$ cat src/rtl/ula_pkg.sv
// ula_pkg: shared definitions for the sequential ALU (ula_seq).
// Holds the 3-bit opcode map and the control FSM state encoding.
package ula_pkg;

  localparam logic [2:0] OP_LOAD = 3'b000;
  localparam logic [2:0] OP_ADD  = 3'b001;
  localparam logic [2:0] OP_ADDI = 3'b010;
  localparam logic [2:0] OP_SUB  = 3'b011;
  localparam logic [2:0] OP_SUBI = 3'b100;
  localparam logic [2:0] OP_MUL  = 3'b101;
  localparam logic [2:0] OP_CLR  = 3'b110;
  localparam logic [2:0] OP_DISP = 3'b111;

  typedef enum logic [1:0] {
    IDLE    = 2'd0,
    MUL_RUN = 2'd1,
    DONE    = 2'd2
  } state_t;

endpackage

$ cat src/rtl/ula_seq_if.sv
// ula_seq_if: operand/result handshake bundle between the decoder/register
// file (master) and the sequential ALU (slave).
//   in_valid/in_ready : operation handshake, carries A, B, param (opcode)
//   out_valid/out_ready : result handshake, carries S and overflow
//   busy : multiplier iterating
interface ula_seq_if #(
  parameter int unsigned WIDTH = 16
);

  logic             in_valid;
  logic             in_ready;
  logic [WIDTH-1:0] A;
  logic [WIDTH-1:0] B;
  logic [2:0]       param;
  logic             out_valid;
  logic             out_ready;
  logic [WIDTH-1:0] S;
  logic             overflow;
  logic             busy;

  modport master (
    output in_valid, A, B, param, out_ready,
    input  in_ready, out_valid, S, overflow, busy
  );

  modport slave (
    input  in_valid, A, B, param, out_ready,
    output in_ready, out_valid, S, overflow, busy
  );

endinterface

$ cat src/rtl/ula_mul_seq.sv
// ula_mul_seq: iterative shift-add signed multiplier, one partial product per
// cycle, WIDTH cycles per operation (no early exit on zero operands).
//   clk, rst : clock, synchronous active-high reset
//   start    : load a/b and perform the first iteration on this edge
//   a, b     : signed operands
//   done     : one-cycle pulse, product valid from this cycle on
//   product  : full 2*WIDTH-bit signed product, held until next op
module ula_mul_seq #(
  parameter int unsigned WIDTH = 16
) (
  input  logic               clk,
  input  logic               rst,
  input  logic               start,
  input  logic [WIDTH-1:0]   a,
  input  logic [WIDTH-1:0]   b,
  output logic               done,
  output logic [2*WIDTH-1:0] product
);

  localparam int unsigned PW   = 2 * WIDTH;
  localparam int unsigned CNTW = $clog2(WIDTH + 1);

  logic [PW-1:0]    acc_q;
  logic [PW-1:0]    mcand_q;
  logic [WIDTH-1:0] mplier_q;
  logic [CNTW-1:0]  cnt_q;
  logic             neg_q;
  logic             run_q;

  logic [WIDTH-1:0] mag_a_c;
  logic [WIDTH-1:0] mag_b_c;
  logic [PW-1:0]    acc_nxt_c;

  // Magnitudes as unsigned WIDTH bits: -(most negative) wraps to 2^(WIDTH-1),
  // which is exactly the correct unsigned magnitude.
  always_comb begin
    mag_a_c   = a[WIDTH-1] ? WIDTH'(-a) : a;
    mag_b_c   = b[WIDTH-1] ? WIDTH'(-b) : b;
    acc_nxt_c = acc_q + (mplier_q[0] ? mcand_q : '0);
  end

  // Iteration 0 happens on the start edge; iterations 1..WIDTH-1 follow.
  always_ff @(posedge clk) begin
    if (rst) begin
      acc_q    <= '0;
      mcand_q  <= '0;
      mplier_q <= '0;
      cnt_q    <= '0;
      neg_q    <= 1'b0;
      run_q    <= 1'b0;
      done     <= 1'b0;
      product  <= '0;
    end else begin
      done <= 1'b0;
      if (start) begin
        acc_q    <= mag_b_c[0] ? PW'(mag_a_c) : '0;
        mcand_q  <= PW'(mag_a_c) << 1;
        mplier_q <= mag_b_c >> 1;
        cnt_q    <= CNTW'(1);
        neg_q    <= a[WIDTH-1] ^ b[WIDTH-1];
        run_q    <= 1'b1;
      end else if (run_q) begin
        acc_q    <= acc_nxt_c;
        mcand_q  <= mcand_q << 1;
        mplier_q <= mplier_q >> 1;
        cnt_q    <= cnt_q + CNTW'(1);
        if (cnt_q == CNTW'(WIDTH - 1)) begin
          run_q   <= 1'b0;
          done    <= 1'b1;
          product <= neg_q ? PW'(-acc_nxt_c) : acc_nxt_c;
        end
      end
    end
  end

endmodule

$ cat src/rtl/ula_seq.sv
// ula_seq: handshaked sequential ALU. Registers every result, reports signed
// overflow, multiplies with the iterative ula_mul_seq unit.
//   clk, rst : clock, synchronous active-high reset
//   bus      : ula_seq_if slave (in_valid/in_ready/A/B/param,
//              out_valid/out_ready/S/overflow, busy)
// Optional build macro ULA_SAT_EN: saturate S on overflow instead of wrapping.
module ula_seq
  import ula_pkg::*;
#(
  parameter int unsigned WIDTH = 16
) (
  input  logic       clk,
  input  logic       rst,
  ula_seq_if.slave   bus
);

  localparam int unsigned      PW   = 2 * WIDTH;
  localparam logic [WIDTH-1:0] SMAX = {1'b0, {(WIDTH-1){1'b1}}};
  localparam logic [WIDTH-1:0] SMIN = {1'b1, {(WIDTH-1){1'b0}}};

  state_t           state_q, state_n;
  logic [WIDTH-1:0] a_q, b_q;
  logic [2:0]       op_q;
  logic [WIDTH-1:0] s_q, s_n;
  logic             ovf_q, ovf_n;
  logic             ov_q, ov_n;
  logic             ir_q, ir_n;
  logic             busy_q, busy_n;
  logic             latch_c;
  logic             mul_start_c;

  logic             mul_done;
  logic [PW-1:0]    mul_prod;

  logic [WIDTH-1:0] sum_c, dif_c;
  logic [WIDTH-1:0] res_wrap_c;
  logic [WIDTH-1:0] res_c;
  logic             res_ovf_c;

  ula_mul_seq #(.WIDTH(WIDTH)) u_mul (
    .clk     (clk),
    .rst     (rst),
    .start   (mul_start_c),
    .a       (bus.A),
    .b       (bus.B),
    .done    (mul_done),
    .product (mul_prod)
  );

  // Result and overflow from the latched operation.
  always_comb begin
    sum_c      = a_q + b_q;
    dif_c      = a_q - b_q;
    res_wrap_c = '0;
    res_ovf_c  = 1'b0;
    case (op_q)
      OP_LOAD: res_wrap_c = b_q;
      OP_ADD, OP_ADDI: begin
        res_wrap_c = sum_c;
        res_ovf_c  = (a_q[WIDTH-1] == b_q[WIDTH-1]) && (sum_c[WIDTH-1] != a_q[WIDTH-1]);
      end
      OP_SUB, OP_SUBI: begin
        res_wrap_c = dif_c;
        res_ovf_c  = (a_q[WIDTH-1] != b_q[WIDTH-1]) && (dif_c[WIDTH-1] != a_q[WIDTH-1]);
      end
      OP_MUL: begin
        res_wrap_c = mul_prod[WIDTH-1:0];
        // Fits in WIDTH bits only if the top WIDTH+1 bits are all equal.
        res_ovf_c  = (mul_prod[PW-1:WIDTH-1] != '0) && (mul_prod[PW-1:WIDTH-1] != '1);
      end
      OP_CLR:  res_wrap_c = '0;
      OP_DISP: res_wrap_c = a_q;
      default: res_wrap_c = '0;
    endcase
  end

`ifdef ULA_SAT_EN
  logic res_neg_c;

  // On add/sub overflow the true result has A's sign; for MUL the full product's.
  always_comb begin
    res_neg_c = (op_q == OP_MUL) ? mul_prod[PW-1] : a_q[WIDTH-1];
    res_c     = res_ovf_c ? (res_neg_c ? SMIN : SMAX) : res_wrap_c;
  end
`else
  always_comb begin
    res_c = res_wrap_c;
  end
`endif

  // Control FSM: DONE spends its first cycle writing back, then waits for out_ready.
  always_comb begin
    state_n     = state_q;
    s_n         = s_q;
    ovf_n       = ovf_q;
    ov_n        = ov_q;
    latch_c     = 1'b0;
    mul_start_c = 1'b0;
    case (state_q)
      IDLE: begin
        if (bus.in_valid && ir_q) begin
          latch_c = 1'b1;
          if (bus.param == OP_MUL) begin
            mul_start_c = 1'b1;
            state_n     = MUL_RUN;
          end else begin
            state_n = DONE;
          end
        end
      end
      MUL_RUN: begin
        if (mul_done) state_n = DONE;
      end
      DONE: begin
        if (!ov_q) begin
          s_n   = res_c;
          ovf_n = res_ovf_c;
          ov_n  = 1'b1;
        end else if (bus.out_ready) begin
          ov_n    = 1'b0;
          state_n = IDLE;
        end
      end
      default: state_n = IDLE;
    endcase
    ir_n   = (state_n == IDLE);
    busy_n = (state_n == MUL_RUN);
  end

  // State and registered outputs.
  always_ff @(posedge clk) begin
    if (rst) begin
      state_q <= IDLE;
      s_q     <= '0;
      ovf_q   <= 1'b0;
      ov_q    <= 1'b0;
      ir_q    <= 1'b0;
      busy_q  <= 1'b0;
    end else begin
      state_q <= state_n;
      s_q     <= s_n;
      ovf_q   <= ovf_n;
      ov_q    <= ov_n;
      ir_q    <= ir_n;
      busy_q  <= busy_n;
    end
  end

  // Operand capture on accept; later input changes are ignored.
  always_ff @(posedge clk) begin
    if (latch_c) begin
      a_q  <= bus.A;
      b_q  <= bus.B;
      op_q <= bus.param;
    end
  end

  assign bus.in_ready  = ir_q;
  assign bus.out_valid = ov_q;
  assign bus.S         = s_q;
  assign bus.overflow  = ovf_q;
  assign bus.busy      = busy_q;

endmodule

$ cat src/flat_wrapper.sv
// flat-port wrapper written by rule: the top's interface ports become plain ports
module ula_seq_flat import ula_pkg::*;
#(
  parameter int unsigned WIDTH = 16
)
  (clk, rst, bus_in_valid, bus_A, bus_B, bus_param, bus_out_ready, bus_in_ready, bus_out_valid, bus_S, bus_overflow, bus_busy);
  ula_seq_if #(.WIDTH(WIDTH)) bus_i ();
  input  logic clk;
  input  logic rst;
  input wire logic [$bits(bus_i.in_valid)-1:0] bus_in_valid;
  input wire logic [$bits(bus_i.A)-1:0] bus_A;
  input wire logic [$bits(bus_i.B)-1:0] bus_B;
  input wire logic [$bits(bus_i.param)-1:0] bus_param;
  input wire logic [$bits(bus_i.out_ready)-1:0] bus_out_ready;
  output wire logic [$bits(bus_i.in_ready)-1:0] bus_in_ready;
  output wire logic [$bits(bus_i.out_valid)-1:0] bus_out_valid;
  output wire logic [$bits(bus_i.S)-1:0] bus_S;
  output wire logic [$bits(bus_i.overflow)-1:0] bus_overflow;
  output wire logic [$bits(bus_i.busy)-1:0] bus_busy;
  assign bus_i.in_valid = bus_in_valid;
  assign bus_i.A = bus_A;
  assign bus_i.B = bus_B;
  assign bus_i.param = bus_param;
  assign bus_i.out_ready = bus_out_ready;
  assign bus_in_ready = bus_i.in_ready;
  assign bus_out_valid = bus_i.out_valid;
  assign bus_S = bus_i.S;
  assign bus_overflow = bus_i.overflow;
  assign bus_busy = bus_i.busy;
  ula_seq #(.WIDTH(WIDTH)) u_core (.clk(clk), .rst(rst), .bus(bus_i));
endmodule
$ cat config.mk
export PLATFORM = sky130hd
export DESIGN_NAME = ula_seq_flat
export DESIGN_NICKNAME = d
export VERILOG_FILES = /design/src/rtl/ula_pkg.sv /design/src/rtl/ula_seq_if.sv /design/src/rtl/ula_mul_seq.sv /design/src/rtl/ula_seq.sv /design/src/flat_wrapper.sv
export SDC_FILE = /design/constraint.sdc
export NUM_CORES = 1
export LEC_CHECK = 0
export BUFFER_PORTS_ARGS = -buffer_cell sky130_fd_sc_hd__clkbuf_2
export CORE_MARGIN = 2
export CORE_UTILIZATION = 35
export DETAILED_ROUTE_END_ITERATION = 10
export PLACE_DENSITY = 0.56
export SETUP_SLACK_MARGIN = 0.2
export SLEW_MARGIN = 25
export SYNTH_ARGS = -nofsm -noshare
export SYNTH_HDL_FRONTEND = slang
export SYNTH_SLANG_ARGS = --single-unit
export TNS_END_PERCENT = 20
$ cat constraint.sdc
create_clock -name clk -period 16.45 [get_ports clk]
set_input_delay 3.29 -clock clk [delete_from_list [all_inputs] [get_ports clk]]
set_output_delay 3.29 -clock clk [all_outputs]
set_load 0.02 [all_outputs]
; Word-level counts from Yosys, hierarchy flattened
; Index checks and enable logic that the tools add are counted.
[word_totals]
in_bits = 39
reg_bits = 175
word_cells = 94
output_inout_bits = 20
[classes]
eq_ne = 17
n_reduce_logical = 15
muxes = 32
n_addsub = 7
bitwise = 4
[op_table]
columns = op, count
row1 = $mux W32, 4
row2 = $pmux W16 S6, 1
row3 = $mux W16, 3
row4 = $mux W17, 2
row5 = $add A32 B32 Y32, 1
row6 = $neg A16 Y16, 2
row7 = $neg A32 Y32, 1
row8 = $mux W15, 2
row9 = $ne A17 B17 Y1 const B, 1
row10 = $reduce_bool A17 Y1, 1
row11 = $add A16 B16 Y16, 1
row12 = $sub A16 B16 Y16, 1
row13 = $eq A3 B3 Y1 const B, 5
row14 = $mux W1, 13
row15 = $mux W2, 5
row16 = $eq A3 B2 Y1 const B, 2
row17 = $pmux W2 S3, 1
row18 = $reduce_or A2 Y1, 3
row19 = $add A5 B1 Y5 const B, 1
row20 = $eq A5 B4 Y1 const B, 1
row21 = $eq A2 B1 Y1 const B, 2
row22 = $logic_and A1 B1 Y1, 4
row23 = $logic_not A2 Y1, 2
row24 = $eq A3 B1 Y1 const B, 1
row25 = other kinds (11), 15

; Logic depth before layout (Yosys ltp)
[depth]
word_depth = 6
depth_mapped = 14
mapped_depth_nobuf = 14

; Hierarchy
; Synthesis repeated with hierarchy kept, for this count alone.
[unflattened]
cells_unflattened = 1413
hier_area_um2 = 11890.2
[by_module_without_submodules]
columns = mod, instances, seq_area_each_um2, cells_each, area_each_um2
row1 = ula_mul_seq, 1, 2362.3, 958, 7842.5
row2 = ula_seq, 1, 1491.4, 455, 4047.6

; Worst setup path after synthesis
; OpenSTA, ideal clock, no wires.
[synth_path]
path_kind = input port to flip-flop
startpoint = input port bus_in_valid
endpoint = register u_core.u_mul.product[31]
n_path_buf = 0
setup_ps = 134
path_slack_ps = 8962
cell_stages = 7
t_arrival_ps = 7354
required_ps = 16316
path_cell_list = nand2_1 -> nor3_1 -> nand2_1 -> nand3_1 -> nor2_1 -> and4_1 -> or4_1
[synth_between]
elab_chain_cells = 5
[synth_lines]
columns = element, line_no
row1 = from (decl), flat_wrapper.sv:10  ; input wire logic [$bits(bus_i.in_valid)-1:0] bus_in_valid;
row2 = $logic_and A1 B1 Y1, ula_seq.sv:101  ; if (bus.in_valid && ir_q) begin
row3 = $mux W1, ula_seq.sv:101
row4 = $mux W1, ula_seq.sv:99  ; case (state_q)
row5 = $not A1 Y1 (no source line), --
row6 = $reduce_and A3 Y1 (no source line), --
row7 = to (signal assigned), ula_mul_seq.sv:70  ; product <= neg_q ? PW'(-acc_nxt_c) : acc_nxt_c;
row8 = to (decl), ula_mul_seq.sv:17  ; output logic [2*WIDTH-1:0] product
; No other way between the ends.
; A chain may end at the register's enable or synchronous reset.

; Final worst setup path
[layout_path]
startpoint = input port bus_in_valid
endpoint = register u_core.u_mul.product[30]
; Same word-level chain as after synthesis.

==> impl_metrics.yaml <==
yosys:
  syn_area_um2: 11940
  synth_async_sr_flop_share_pct: 0
  yosysUniqueCellTypes: 77
  syn_nets: 1550
  synth_area_leader_cell: "dfxtp_1"
  synth_edf_count: 35
  syn_area_per_cell_um2: 8.274
  ys_seq_area_share_pct: 32.28
  ys_ff_latch: 175
  syn_inst: 1443
  ys.flop_type: "dfxtp_1"
  synth.area.top_cells: "dfxtp_1 23%, edfxtp_1 8.8%, mux2i_1 7.0%"
  synth_warnings: 0
  synth_top_area_share_pct: 23.48
worst_setup_path:
  setup.worst_path.class: "input port to register"
  path_max_fanout: 76
  r2r_cells: 12
  worst_path_max_delay_cell: "and3_2"
  start_kind: "input port"
  critPathTopFamily: "simple AND/OR/NAND/NOR gates"
  regToRegSetupSlack_ns: 11.66
  path_buf_inv: 3
  r2r_end: "u_core.u_mul.product[31]"
  worstSetupEndpointType: "register"
  arrival_ns: 6.18
  required_ns: 16.82
  reg2reg_from: "u_core.u_mul.mplier_q[0]"
  slowest_delay_ns: 0.98
  path_cells: "clkbuf_2 > nand2_1 > nor3_2 > buf_4 > nand2_2 > buf_4 > and3_2 > nand2_1 > or3_1 > a31oi_1"
floorplanning:
  die_y_um: 188.7
  ioPinCount: 59
  dieArea_um2: 35600
  die_w_um: 188.7
  core_area_um2: 33530
  rows: 67
  start_util_pct: 35.60
clock_tree:
  cts_resized: 0
  cts.sinks: 175
  cts_buffers: 17
  cts_tree: "done"
  cts-root-buf: "clkbuf_16"
  hold_buffers: 0
  clkLatencyLatePin_ns: 0.45
  post-cts-setup-buffers: 0
  clockBufferDepth: 2
  htree_levels: 4
  clkTransAtPathRegs_ns: 0.08
finish:
  fillers: 3390
  final_core_util_pct: 39.24
  layout.area.seq_um2: 3860
  final_nets: 1543
  final_common_cell: "nor2_1"
  drive_gt1_share_pct: 8.834
  multiInputGateArea_um2: 7525
  areaGrowthSynthToFinish_pct: 10.21
  layout_common_cells: "181 x nor2_1, 137 x dfxtp_1, 105 x a21oi_1"
drt:
  num_vias: 10580
  drtAntennaViolNets: 0
  drc: 0
  wirelength_mm: 33.76
  dr.pass1.iters: 7
  avgRoutedWirePerCell_um: 17.79
  drtIter0Drc: 837
  drt-vias-per-instance: 5.574
hold_path:
  hold_class: "register to register"
  min_to: "u_core.bus.S[2]"
  hold_depth: 2
  worstHoldStart: "u_core.bus.S[2]"
sta:
  hold_viol_final: 0
  period_share_pct: 35.33
  slew_viol_final: 0
  hold_ws_ns: 0.4581
  tightest_slew_ns: 1.022
  finalCriticalPeriod_ns: 5.811
  tns_ns: 0
  fin_worst_skew_ns: 0.01285
  rsz0062_at_grt: "no"
  fmax_mhz: 172.1
  setup_viol_count_final: 0
  max-slew-margin-rel_pct: 31.63
power_and_ir_drop:
  ir_worst_vdd_mv: 0.05867
  p_leak_uw: 0.004804
  report.power.total_uw: 1046
  power_density_nw_per_um2: 79.52
flow_run:
  drv_cap: 0
placed_design:
  port_buffers: 58
  dp_hpwl_mm: 24.61
  gp_congestion: 0.8969
global_routing:
  grt_antenna_before_repair: 1
  grt_pass1_wl_mm: 54.62
  grt_overflow_total: 0
  grt_max_degree: 77
  grt_usage_pct: 19.11
  grt_pass1_vias: 9888
outcome:
  status: "completed"
[metal layers]
| metal | global-route usage (%) | share of wire (%) | up-vias |
|---|---|---|---|
| li1 | - | - | 5275 |
| met3 | 3.036 | 4.2 | 35 |
| met2 | 30.44 | 45 | 245 |
| met1 | 26.90 | 50 | 5025 |
| met4 | 4.898 | 1.3 | 0 |
| met5 | 0 | 0 | - |
[worst register-to-register path, cell delays in order (launching register included)]
cell and delay, ns:
dfxtp_2 0.69, and2_1 0.23, ha_1 0.35, a21oi_1 0.50, o211ai_1 0.17, a21boi_0 0.44
mux2i_1 0.28, nor2_1 0.17, nor4_1 0.80, nand4b_4 0.23, nor2_1 0.19, a21oi_1 0.08
or4_1 0.52
[cell usage after synthesis (10+ instances only)]
| cell | number |
|---|---|
| o31ai_1 | 16 |
| ha_1 | 65 |
| a21oi_1 | 105 |
| nand2_1 | 85 |
| o21bai_1 | 14 |
| or3_1 | 15 |
| inv_1 | 54 |
| o211ai_1 | 14 |
| mux2i_1 | 83 |
| o22ai_1 | 12 |
| nor2_1 | 181 |
| nand4_1 | 18 |
| nor2b_1 | 10 |
| and3_1 | 11 |
| xnor2_1 | 53 |
| nor3_1 | 38 |
| a31oi_1 | 10 |
| o21ai_0 | 69 |
| nor4_1 | 16 |
| a21o_1 | 11 |
| o21a_1 | 10 |
| and2_1 | 34 |
| nand3_1 | 18 |
| nand2b_1 | 15 |
| xor2_1 | 26 |
| dfxtp_1 | 140 |
| a211oi_1 | 82 |
| clkbuf_1 | 81 |
| edfxtp_1 | 35 |
[layout make-up]
type,count,area share [%]
clock inverters,13,1.246
inverters,54,1.541
diodes,1,0.01902
clock buffers,19,3.614
flip-flops and latches,175,29.34
multi-input cells,1120,57.19
repair buffers,68,2.796
well taps,448,4.260
[sequential cells by signal, indices dropped and copies added, names as in the netlist]
| name | count |
|---|---|
| u_core.u_mul.cnt_q | 5 |
| u_core.bus.in_ready | 1 |
| u_core.bus.out_valid | 1 |
| u_core.a_q | 16 |
| u_core.bus.overflow | 1 |
| u_core.b_q | 16 |
| u_core.u_mul.neg_q | 1 |
| u_core.u_mul.run_q | 1 |
| u_core.op_q | 3 |
| u_core.u_mul.mcand_q | 31 |
| u_core.u_mul.acc_q | 32 |
| u_core.u_mul.done | 1 |
| u_core.state_q | 2 |
| u_core.u_mul.mplier_q | 15 |
| u_core.bus.S | 16 |
| u_core.u_mul.product | 32 |
| u_core.bus.busy | 1 |
[cells by family (layout without fill, tap and decap cells)]
logic type / Yosys count / count (layout) / share of synthesized area, %
AND/OR/NAND/NOR: 467 / 467 / 18.83
AO/OA/AOI/OAI: 420 / 420 / 23.71
flip-flops: 175 / 175 / 32.28
buffers and inverters: 148 / 154 / 4.831
multiplexers: 86 / 86 / 7.242
XOR/XNOR: 79 / 79 / 5.795
adder cells (fa/ha/maj): 68 / 68 / 7.315
other: 0 / 1 / 0
[power breakdown]
| group | internal, µW | switching, µW | total, µW |
|---|---|---|---|
| Clock | 248 | 194 | 443 |
| Sequential | 450 | 11.3 | 461 |
| Combinational | 52.2 | 90.1 | 142 |
| Total | 751 | 296 | 1050 |
[per-stage QoR]
| step | cells | setup slack (ns) | cell area [µm²] |
|---|---|---|---|
| after floorplan | 1443 | 8.962 | 11940 |
| after global placement | 1865 | 10.17 | 12510 |
| after detailed placement | 1865 | 10.16 | 12520 |
| after CTS | 1897 | 10.63 | 13160 |
| after global routing | 1898 | 10.39 | 13160 |
| final | 1898 | 10.64 | 13160 |
[worst max-delay path by stage]
stage               slack (ns)  cells after the start                        to    startpoint
floorplan                 8.96                      7  u_core.u_mul.product[31]  bus_in_valid
global placement         10.17                     10  u_core.u_mul.product[30]  bus_in_valid
detailed placement       10.16                     10  u_core.u_mul.product[30]  bus_in_valid
CTS                      10.63                     10  u_core.u_mul.product[30]  bus_in_valid
global route             10.39                     10  u_core.u_mul.product[30]  bus_in_valid
finish                   10.64                     10  u_core.u_mul.product[30]  bus_in_valid
Note: power is estimated with default switching activity, not from simulation.
